--- src/rtl/convertidor_bcd_pkg.sv ---
// Shared constants for the binary-to-BCD converter and the display path.
package convertidor_bcd_pkg;

  typedef enum logic [1:0] {
    REPOSO    = 2'd0,
    CONVIERTE = 2'd1,
    FIN       = 2'd2
  } estado_t;

  localparam int NUM_DIGITOS   = 3;
  localparam int ANCHO_DIGITO  = 4;
  localparam int ANCHO_SCRATCH = NUM_DIGITOS * ANCHO_DIGITO;

endpackage

--- src/rtl/convertidor_bcd_if.sv ---
// Start/done handshake and digit bus between a requester and convertidor_bcd.
interface convertidor_bcd_if
  import convertidor_bcd_pkg::*;
  #(parameter int ANCHO = 8);

  logic [ANCHO-1:0]        binario;
  logic                    inicio;
  logic                    ocupado;
  logic                    listo;
  logic [ANCHO_DIGITO-1:0] centena;
  logic [ANCHO_DIGITO-1:0] decena;
  logic [ANCHO_DIGITO-1:0] unidad;

  modport master (
    output binario, inicio,
    input  ocupado, listo, centena, decena, unidad
  );

  modport slave (
    input  binario, inicio,
    output ocupado, listo, centena, decena, unidad
  );

endinterface

--- src/rtl/convertidor_bcd_ajuste.sv ---
// Double-dabble nibble correction: add 3 when the digit is 5 or more.
module ajuste_bcd
  import convertidor_bcd_pkg::*;
(
  input  logic [ANCHO_DIGITO-1:0] entrada,
  output logic [ANCHO_DIGITO-1:0] salida
);

  always_comb begin
    salida = entrada;
    if (entrada >= 4'd5) salida = entrada + 4'd3;
  end

endmodule

--- src/rtl/convertidor_bcd.sv ---
// Serial binary-to-BCD converter (shift-and-add-3), one input bit per clock.
// state     | meaning
// REPOSO    | idle, waiting for inicio; digits hold last result
// CONVIERTE | adjusting and shifting one bit per edge
// FIN       | listo high for one cycle, then back to REPOSO
module convertidor_bcd
  import convertidor_bcd_pkg::*;
  #(parameter int ANCHO = 8)
(
  input  logic              clk,
  input  logic              rst_n,
  convertidor_bcd_if.slave  bus
);

  estado_t                  estado;
  logic [ANCHO-1:0]         desplaza;
  logic [ANCHO_SCRATCH-1:0] scratch;
  logic [ANCHO_SCRATCH-1:0] ajustado;
  logic [ANCHO_SCRATCH+ANCHO-1:0] conjunto;
  logic [3:0]               cnt;
  logic                     ultimo;

  for (genvar d = 0; d < NUM_DIGITOS; d++) begin : g_ajuste
    ajuste_bcd u_ajuste (
      .entrada (scratch [d*ANCHO_DIGITO +: ANCHO_DIGITO]),
      .salida  (ajustado[d*ANCHO_DIGITO +: ANCHO_DIGITO])
    );
  end

  // Adjusted scratch and shift register move together as one wide word.
  assign conjunto = {ajustado, desplaza} << 1;
  assign ultimo   = (cnt == 4'(ANCHO - 1));

  always_ff @(posedge clk) begin
    if (!rst_n) begin
      estado      <= REPOSO;
      desplaza    <= '0;
      scratch     <= '0;
      cnt         <= '0;
      bus.ocupado <= 1'b0;
      bus.listo   <= 1'b0;
      bus.centena <= '0;
      bus.decena  <= '0;
      bus.unidad  <= '0;
    end else begin
      bus.listo <= 1'b0;
      case (estado)
        REPOSO: begin
          if (bus.inicio) begin
            desplaza    <= bus.binario;
            scratch     <= '0;
            cnt         <= '0;
            bus.ocupado <= 1'b1;
            estado      <= CONVIERTE;
          end
        end
        CONVIERTE: begin
          scratch  <= conjunto[ANCHO +: ANCHO_SCRATCH];
          desplaza <= conjunto[ANCHO-1:0];
          if (ultimo) begin
            estado      <= FIN;
            bus.listo   <= 1'b1;
            bus.centena <= conjunto[ANCHO + 2*ANCHO_DIGITO +: ANCHO_DIGITO];
            bus.decena  <= conjunto[ANCHO +   ANCHO_DIGITO +: ANCHO_DIGITO];
            bus.unidad  <= conjunto[ANCHO                  +: ANCHO_DIGITO];
          end else begin
            cnt <= cnt + 4'd1;
          end
        end
        FIN: begin
          bus.ocupado <= 1'b0;
          estado      <= REPOSO;
        end
        default: begin
          bus.ocupado <= 1'b0;
          estado      <= REPOSO;
        end
      endcase
    end
  end

endmodule

--- src/flat_wrapper.sv ---
// flat-port wrapper written by rule: the top's interface ports become plain ports
module convertidor_bcd_flat import convertidor_bcd_pkg::*;
#(parameter int ANCHO = 8)
  (clk, rst_n, bus_binario, bus_inicio, bus_ocupado, bus_listo, bus_centena, bus_decena, bus_unidad);
  convertidor_bcd_if #(.ANCHO(ANCHO)) bus_i ();
  input  logic clk;
  input  logic rst_n;
  input wire logic [$bits(bus_i.binario)-1:0] bus_binario;
  input wire logic [$bits(bus_i.inicio)-1:0] bus_inicio;
  output wire logic [$bits(bus_i.ocupado)-1:0] bus_ocupado;
  output wire logic [$bits(bus_i.listo)-1:0] bus_listo;
  output wire logic [$bits(bus_i.centena)-1:0] bus_centena;
  output wire logic [$bits(bus_i.decena)-1:0] bus_decena;
  output wire logic [$bits(bus_i.unidad)-1:0] bus_unidad;
  assign bus_i.binario = bus_binario;
  assign bus_i.inicio = bus_inicio;
  assign bus_ocupado = bus_i.ocupado;
  assign bus_listo = bus_i.listo;
  assign bus_centena = bus_i.centena;
  assign bus_decena = bus_i.decena;
  assign bus_unidad = bus_i.unidad;
  convertidor_bcd #(.ANCHO(ANCHO)) u_core (.clk(clk), .rst_n(rst_n), .bus(bus_i));
endmodule
--- config.mk ---
export PLATFORM = sky130hd
export DESIGN_NAME = convertidor_bcd_flat
export DESIGN_NICKNAME = d
export VERILOG_FILES = /design/src/rtl/convertidor_bcd_pkg.sv /design/src/rtl/convertidor_bcd_if.sv /design/src/rtl/convertidor_bcd_ajuste.sv /design/src/rtl/convertidor_bcd.sv /design/src/flat_wrapper.sv
export SDC_FILE = /design/constraint.sdc
export NUM_CORES = 1
export LEC_CHECK = 0
export BUFFER_PORTS_ARGS = -buffer_cell sky130_fd_sc_hd__buf_4
export CAP_MARGIN = 30
export CORE_ASPECT_RATIO = 1.25
export CORE_MARGIN = 4
export CORE_UTILIZATION = 55
export CTS_CLUSTER_SIZE = 10
export DETAILED_ROUTE_END_ITERATION = 8
export PLACE_DENSITY = 0.77
export SLEW_MARGIN = 20
export SYNTH_ARGS = -nofsm -noshare
export SYNTH_HDL_FRONTEND = slang
export SYNTH_HIERARCHICAL = 1
export SYNTH_SLANG_ARGS = --single-unit
--- constraint.sdc ---
create_clock -name clk -period 2.1 [get_ports clk]
set_clock_uncertainty 0.15 [all_clocks]
set_input_delay 0.42 -clock clk [delete_from_list [all_inputs] [get_ports clk]]
set_output_delay 0.42 -clock clk [all_outputs]
set_load 0.01 [all_outputs]
* Word level (Yosys, flattened, before mapping)
Cells that the tools add are included.
Cells by class: mux-type cells 16, shift-type cells 0, div/mod/pow operators 0, $lt $le $gt $ge 3, $add $sub $neg 4, bitwise gates (word level) 1, equality and inequality tests 5, multiply operators 0, reduce and logical (&&, ||, !) cells 8
Operator list (count):
- $pmux 12 s2 | 1
- $mux 4 | 4
- $pmux 8 s2 | 1
- $ge 4x3->1 const B | 3
- $mux 12 | 1
- $reduce_and 2->1 | 5
- $add 4x2->4 const B | 2
- $mux 8 | 1
- $pmux 4 s2 | 1
- $add 4x1->4 const B | 1
- $eq 4x3->1 const B | 1
- $mux 2 | 2
- $ne 2x2->1 const B | 2
- $pmux 2 s2 | 1
- $add 3x2->3 const B | 1
- $mux 3 | 1
- $reduce_and 3->1 | 1
- $eq 2x1->1 const B | 1
- $logic_not 2->1 | 1
- $mux 1 | 2
- $ne 2x1->1 const B | 1
- $pmux 1 s2 | 1
- $reduce_bool 2->1 | 1
- $not 1->1 | 1
Storage, ports and cells: memory bits (writable) 0, bits in registers 40, memories 0, logic and storage cells 46, input bits 11, output and inout bits 14, latch bits 0, ROM bits 0

* Depth between registers and ports, before layout
Gate-level depths: netlist of run 1.
depth after elaboration 3, depth in mapped cells 7, depth with buffers taken out 7

* Modules after synthesis
The synthesis of run 1 kept the hierarchy.
Modules (own cells, without submodules):
- convertidor_bcd | instances 1, cells each 161, area each 1493.9 um^2, sequential area each 800.8 um^2
- ajuste_bcd | instances 3, cells each 16, area each 101.3 um^2, sequential area each 0.0 um^2

* Worst setup path after synthesis of run 1
OpenSTA, ideal clock, no wires.
path type register to register, start reg u_core.scratch[9], end reg u_core.bus.centena[2], arrival 1.290 ns, slack 0.590 ns, cell stages (with the launch flop) 8, period minus slack after synthesis 1.510 ns, setup time 0.071 ns, required time 1.879 ns, buffers on the path 0, cell sequence dfxtp_1 > inv_1 > ha_1 > nand2b_1 > a21oi_2 > mux2i_1 > nand3_1 > a21oi_1
Between the ends: word-level cells in the longest chain between the ends 2, elaborated cells between the ends (all ways) 3, classes of those cells add/sub: 1; order compare: 1; mux: 1
Ends and longest elaborated chain:
- from (decl) | line convertidor_bcd.sv:17 | logic [ANCHO_SCRATCH-1:0] scratch;
- from (signal assigned) | line convertidor_bcd.sv:58 | scratch <= conjunto[ANCHO +: ANCHO_SCRATCH];
- $ge 4x3->1 / $add 3x2->3 (equally long branches) | line convertidor_bcd_ajuste.sv:11 | if (entrada >= 4'd5) salida = entrada + 4'd3;
- $mux 3 (*) | line convertidor_bcd_ajuste.sv:11
- via u_core.ajustado[9] | line convertidor_bcd.sv:18 | logic [ANCHO_SCRATCH-1:0] ajustado;
- to (signal assigned) | line convertidor_bcd.sv:63 | bus.centena <= conjunto[ANCHO + 2*ANCHO_DIGITO +: ANCHO_DIGITO];
- to (decl) | line convertidor_bcd_if.sv:21 | output ocupado, listo, centena, decena, unidad
The timed path passes the listed nets; every way through them passes the cells marked *. A chain may end at the register's enable or synchronous reset.

* Worst setup path after layout of run 1
start reg u_core.scratch[1], end reg u_core.bus.unidad[2]
Between the ends: word-level cells in the longest chain between the ends 2, elaborated cells between the ends (all ways) 3, classes of those cells add/sub: 1; order compare: 1; mux: 1
Ends and longest elaborated chain:
- $add 4x2->4 / $ge 4x3->1 (equally long branches) | line convertidor_bcd_ajuste.sv:11
- $mux 4 (*) | line convertidor_bcd_ajuste.sv:11
- via u_core.ajustado[1] | line convertidor_bcd.sv:18
- to (signal assigned) | line convertidor_bcd.sv:65 | bus.unidad <= conjunto[ANCHO +: ANCHO_DIGITO];
- to (decl) | line convertidor_bcd_if.sv:21
Marked as above.

==> results of run 1 <==
## final timing paths
check,end,depth (start not counted),slack (ps),startpoint
max reg2reg,u_core/bus.unidad[2],7,310,u_core/scratch[1]
min,u_core/cnt[2],2,180,rst_n
min reg2reg,u_core/desplaza[3],2,330,u_core/desplaza[2]
max,u_core/bus.unidad[2],7,310,u_core/scratch[1]
## stage by stage
step / utilization (%) / setup slack [ps]
after floorplan: - / 590
after global placement: 66.0 / 502
after detailed placement: 66.0 / 345
after CTS: 67.9 / 320
after global routing: 67.9 / 181
final: 67.9 / 311
## metal layers
| metal | vias up | track usage [%] | part of all wire, % |
|---|---|---|---|
| li1 | 785 | - | - |
| met1 | 722 | 25.0 | 45 |
| met2 | 42 | 32.8 | 47 |
| met3 | 15 | 4.86 | 4.4 |
| met4 | 0 | 11.1 | 2.9 |
| met5 | - | 0 | 0 |
## power by group
group | leakage [nW] | total [W] | switching, W | internal [W]
sequential | 0.325 | 0.000790 | 0.0000134 | 0.000777
combinational | 0.500 | 0.000107 | 0.0000623 | 0.0000445
clock | 0.0326 | 0.000406 | 0.000241 | 0.000165
## worst max-delay path, delay by kind of cell (launching register included)
kind	cells	cell delay, ps
DFF	1	380
adders and majority gates	1	180
and+or+nand+nor	2	280
buffers and inverters	1	90
muxes	1	300
AOI/OAI and AO/OA	2	350
## flip-flops by register name, summed over array words and instances, names as in the netlist
signal / flops
u_core/bus.centena: 4
u_core/bus.decena: 4
u_core/bus.listo: 1
u_core/bus.ocupado: 1
u_core/bus.unidad: 4
u_core/cnt: 4
u_core/desplaza: 8
u_core/estado: 2
u_core/scratch: 12
## cell type report
| class | instances | area, um2 |
|---|---|---|
| fillers | 259 | 971 |
| multi-input cells | 146 | 897 |
| flip-flops and latches | 40 | 801 |
| repair buffers | 30 | 225 |
| clock buffers | 8 | 58.8 |
| well taps | 36 | 45.0 |
| inverters | 8 | 30.0 |
## layout by cell type (no fill, tap or decap), drive strengths merged, types with 2 or more instances in the layout
| cell | n |
|---|---|
| nand3 | 17 |
| ha | 7 |
| a22o | 12 |
| dfxtp | 40 |
| nor3 | 4 |
| inv | 7 |
| clkbuf | 8 |
| nand2b | 6 |
| a311oi | 7 |
| buf | 30 |
| nor2 | 12 |
| mux2i | 3 |
| o21ai | 19 |
| and3b | 2 |
| xnor2 | 3 |
| nand2 | 25 |
| a21oi | 19 |
==> impl_metrics.json, run 1 <==
{
  "grt.overflow.total": 0,
  "dieArea_um2": 4210,
  "syn_nets": 223,
  "dr.pass1.iters": 4,
  "grt_max_degree": 17,
  "yosysWarnings": 6,
  "grt_pass1_wl_um": 6630,
  "crit_required_ps": 2240,
  "whs_ps": 175,
  "ir_drop_v": 0.000441,
  "final-setup-viol-count": 0,
  "hold_path.class": "input port to flip-flop",
  "drv_cap": 0,
  "postRouteAntennaNets": 0,
  "die_h_um": 71.6,
  "max_stage_delay_ps": 380,
  "rsz0062_at_grt": "no",
  "hold_buffers": 0,
  "clk_pin_slew_ps": 110,
  "fin_area_um2": 2060,
  "path_class": "flip-flop to flip-flop",
  "cp_max_fo": 3,
  "syn_area_um2": 1780,
  "final_nets": 249,
  "fin_cells": 268,
  "core_um2": 3030,
  "numCtsBuffers": 5,
  "ctsResizeCount": 0,
  "finalCritPeriodShare_pct": 85.2,
  "synth_area_per_cell_um2": 8.67,
  "power_w": 0.00130,
  "finalHoldViolCount": 0,
  "timing.fmax_ghz": 0.559,
  "vias": 1564,
  "endpoint_kind": "flip-flop",
  "wl_per_cell_um": 14.7,
  "powerDensity_nw_per_um2": 634,
  "antenna_found_initial": 0,
  "grt_usage_pct": 20.5,
  "rows": 22,
  "critPathSlowestCell": "dfxtp_1",
  "antennaDiodeCount": 0,
  "port_buffers": 24,
  "gp_congestion": 0.858,
  "drt_iter0_markers": 85,
  "clk_latency_ps": 340,
  "cts_buffer_depth": 2,
  "tns_ps": 0,
  "synthCells": 205,
  "hpwl_um": 2900,
  "die_x_um": 58.9,
  "cp.arrival_ps": 1930,
  "via_per_inst": 5.84,
  "run_status": "finished, final reports clean",
  "leakagePower_nw": 0.857,
  "finalCriticalPeriod_ps": 1790,
  "tightest_slew_ps": 582,
  "clockRootBuffer": "clkbuf_4",
  "wl_um": 3940,
  "route.detailed.drc": 0,
  "path_cells": "inv_1 -> ha_1 -> nand2b_1 -> a21oi_2 -> mux2i_1 -> nand3_1 -> a21oi_1",
  "post_cts_buffers": 0,
  "maxSlewViolCount": 0,
  "area_delta_synth_final_pct": 15.7,
  "grt_pass1_vias": 1471,
  "io_pins": 25,
  "dp.cells": 260,
  "maxSlewHeadroom_pct": 61.2,
  "place_area_um2": 2000,
  "htree_levels": 2,
  "cp-start-kind": "flip-flop",
  "initial_core_util_pct": 58.7,
  "cts_tree": "done",
  "cts_sinks": 40,
  "drive_gt1_share_pct": 17.2
}
Power figures use the tool's default switching activity.
==> run 2: changes to the inputs <==
Settings changed: CORE_ASPECT_RATIO 1.25 to 1.5, PLACE_DENSITY 0.77 to 0.86.
==> impl_metrics.json, run 2 (synthesis results as in run 1) <==
{
  "tns_ps": 0,
  "cp.arrival_ps": 1800,
  "max_stage_delay_ps": 370,
  "htree_levels": 2,
  "ir_drop_v": 0.000736,
  "route.detailed.drc": 0,
  "postRouteAntennaNets": 0,
  "run_status": "finished, final reports clean",
  "wl_um": 3730,
  "maxSlewHeadroom_pct": 63.2,
  "startpoint": "u_core/scratch[1]",
  "hpwl_um": 2750,
  "endpoint_kind": "flip-flop",
  "antenna_found_initial": 0,
  "antennaDiodeCount": 0,
  "area_delta_synth_final_pct": 18.6,
  "critPathSlowestCell": "dfxtp_1",
  "fill_cells": 283,
  "final-setup-viol-count": 0,
  "cts_sinks": 40,
  "die_h_um": 77.6,
  "timing.fmax_ghz": 0.579,
  "crit_family": "flip-flops",
  "crit_required_ps": 2170,
  "largest_register_ffs": 12,
  "final_nets": 251,
  "path_cells": "inv_1 -> ha_1 -> nand2b_1 -> a21oi_2 -> mux2i_1 -> nand3_1 -> a21oi_1",
  "grt_pass1_wl_um": 6650,
  "wl_per_cell_um": 13.6,
  "cts_buffer_depth": 2,
  "clk_latency_ps": 290,
  "r2r_end": "u_core/bus.unidad[2]",
  "holdCritStartpoint": "rst_n",
  "r2r_setup_slack_ps": 370,
  "multi_input_area_um2": 897,
  "tightest_slew_ps": 551,
  "clk_pin_slew_ps": 70,
  "port_buffers": 24,
  "rows": 25,
  "numCtsBuffers": 5,
  "grt.overflow.total": 0,
  "cp_max_fo": 3,
  "regMostFlops": "u_core/scratch",
  "io_pins": 25,
  "rsz0062_at_grt": "no",
  "cts_tree": "done",
  "regArea_um2": 801,
  "vias": 1540,
  "via_per_inst": 5.62,
  "finalHoldViolCount": 0,
  "drv_cap": 0,
  "final_common_cell": "dfxtp_1",
  "finalCriticalPeriod_ps": 1730,
  "cp-start-kind": "flip-flop",
  "whs_path_depth": 2,
  "powerDensity_nw_per_um2": 670,
  "dr.pass1.iters": 4,
  "core_um2": 3130,
  "grt_max_degree": 18,
  "grt_pass1_vias": 1621,
  "ff2ff_path_depth": 7,
  "path_class": "flip-flop to flip-flop",
  "maxSlewViolCount": 0,
  "layout_common_cells": "dfxtp_1, buf_4, nand2_1, o21ai_0, nand3_1",
  "reg_top3": "u_core/scratch (12), u_core/desplaza (8)",
  "ctsResizeCount": 0,
  "post_cts_buffers": 0,
  "gp_congestion": 0.805,
  "finalCritPeriodShare_pct": 82.3,
  "clockRootBuffer": "clkbuf_8",
  "r2r_start": "u_core/scratch[1]",
  "initial_core_util_pct": 56.8,
  "fin_cells": 274,
  "grt_usage_pct": 21.3,
  "die_x_um": 54.4,
  "drive_gt1_share_pct": 17.9,
  "leakagePower_nw": 0.879,
  "dieArea_um2": 4230,
  "hold_path.class": "input port to flip-flop",
  "hold_buffers": 0,
  "holdPathEnd": "u_core/cnt[2]",
  "drt_iter0_markers": 37,
  "dp.cells": 266,
  "worst-path-buf-inv": 1
}
run 2: cell type report:
class,count,share of cell area [%]
well taps,40,2.37
repair buffers,32,11.4
clock buffers,8,4.27
flip-flops and latches,40,38.0
inverters,8,1.42
multi-input cells,146,42.6
run 2: through the flow:
| stage | hold WS (ps) | setup slack, ps | area, um2 | utilization [%] | total power (W) |
|---|---|---|---|---|---|
| final | 241 | 372 | 2110 | 67.4 | 0.00141 |
| after floorplan | 292 | 590 | 1780 | - | 0.000872 |
| after CTS | 228 | 376 | 2110 | 67.4 | 0.00143 |
| after global routing | 230 | 229 | 2110 | 67.4 | 0.00149 |
| after global placement | 309 | 425 | 2020 | 64.5 | 0.000911 |
| after detailed placement | 315 | 392 | 2020 | 64.5 | 0.000914 |
run 2: report_power, final:
part           switching, W  internal, W
registers         0.0000136     0.000777
clock network      0.000248     0.000268
logic             0.0000614    0.0000449
total              0.000323      0.00109
run 2: how the worst max path moves through the flow:
stage | endpoint | slack (ps) | cells after the start
floorplan | u_core/bus.decena[2] | 590 | 7
global placement | u_core/bus.unidad[2] | 420 | 7
detailed placement | u_core/bus.unidad[2] | 390 | 7
CTS | u_core/bus.unidad[2] | 380 | 7
global route | u_core/bus.centena[0] | 230 | 4
finish | u_core/bus.unidad[2] | 370 | 7
run 2: layer usage:
metal | global-route usage [%] | share of wire [%]
met1 | 22.5 | 40
met3 | 6.53 | 4.8
met5 | 0 | 0
met4 | 11.2 | 2.2
met2 | 35.9 | 53
run 2: worst reg2reg max path, stage by stage (launching register included):
cell	delay, ps
dfxtp_1	370
inv_1	90
ha_1	180
nand2b_1	170
a21oi_2	210
mux2i_1	260
nand3_1	90
a21oi_1	140
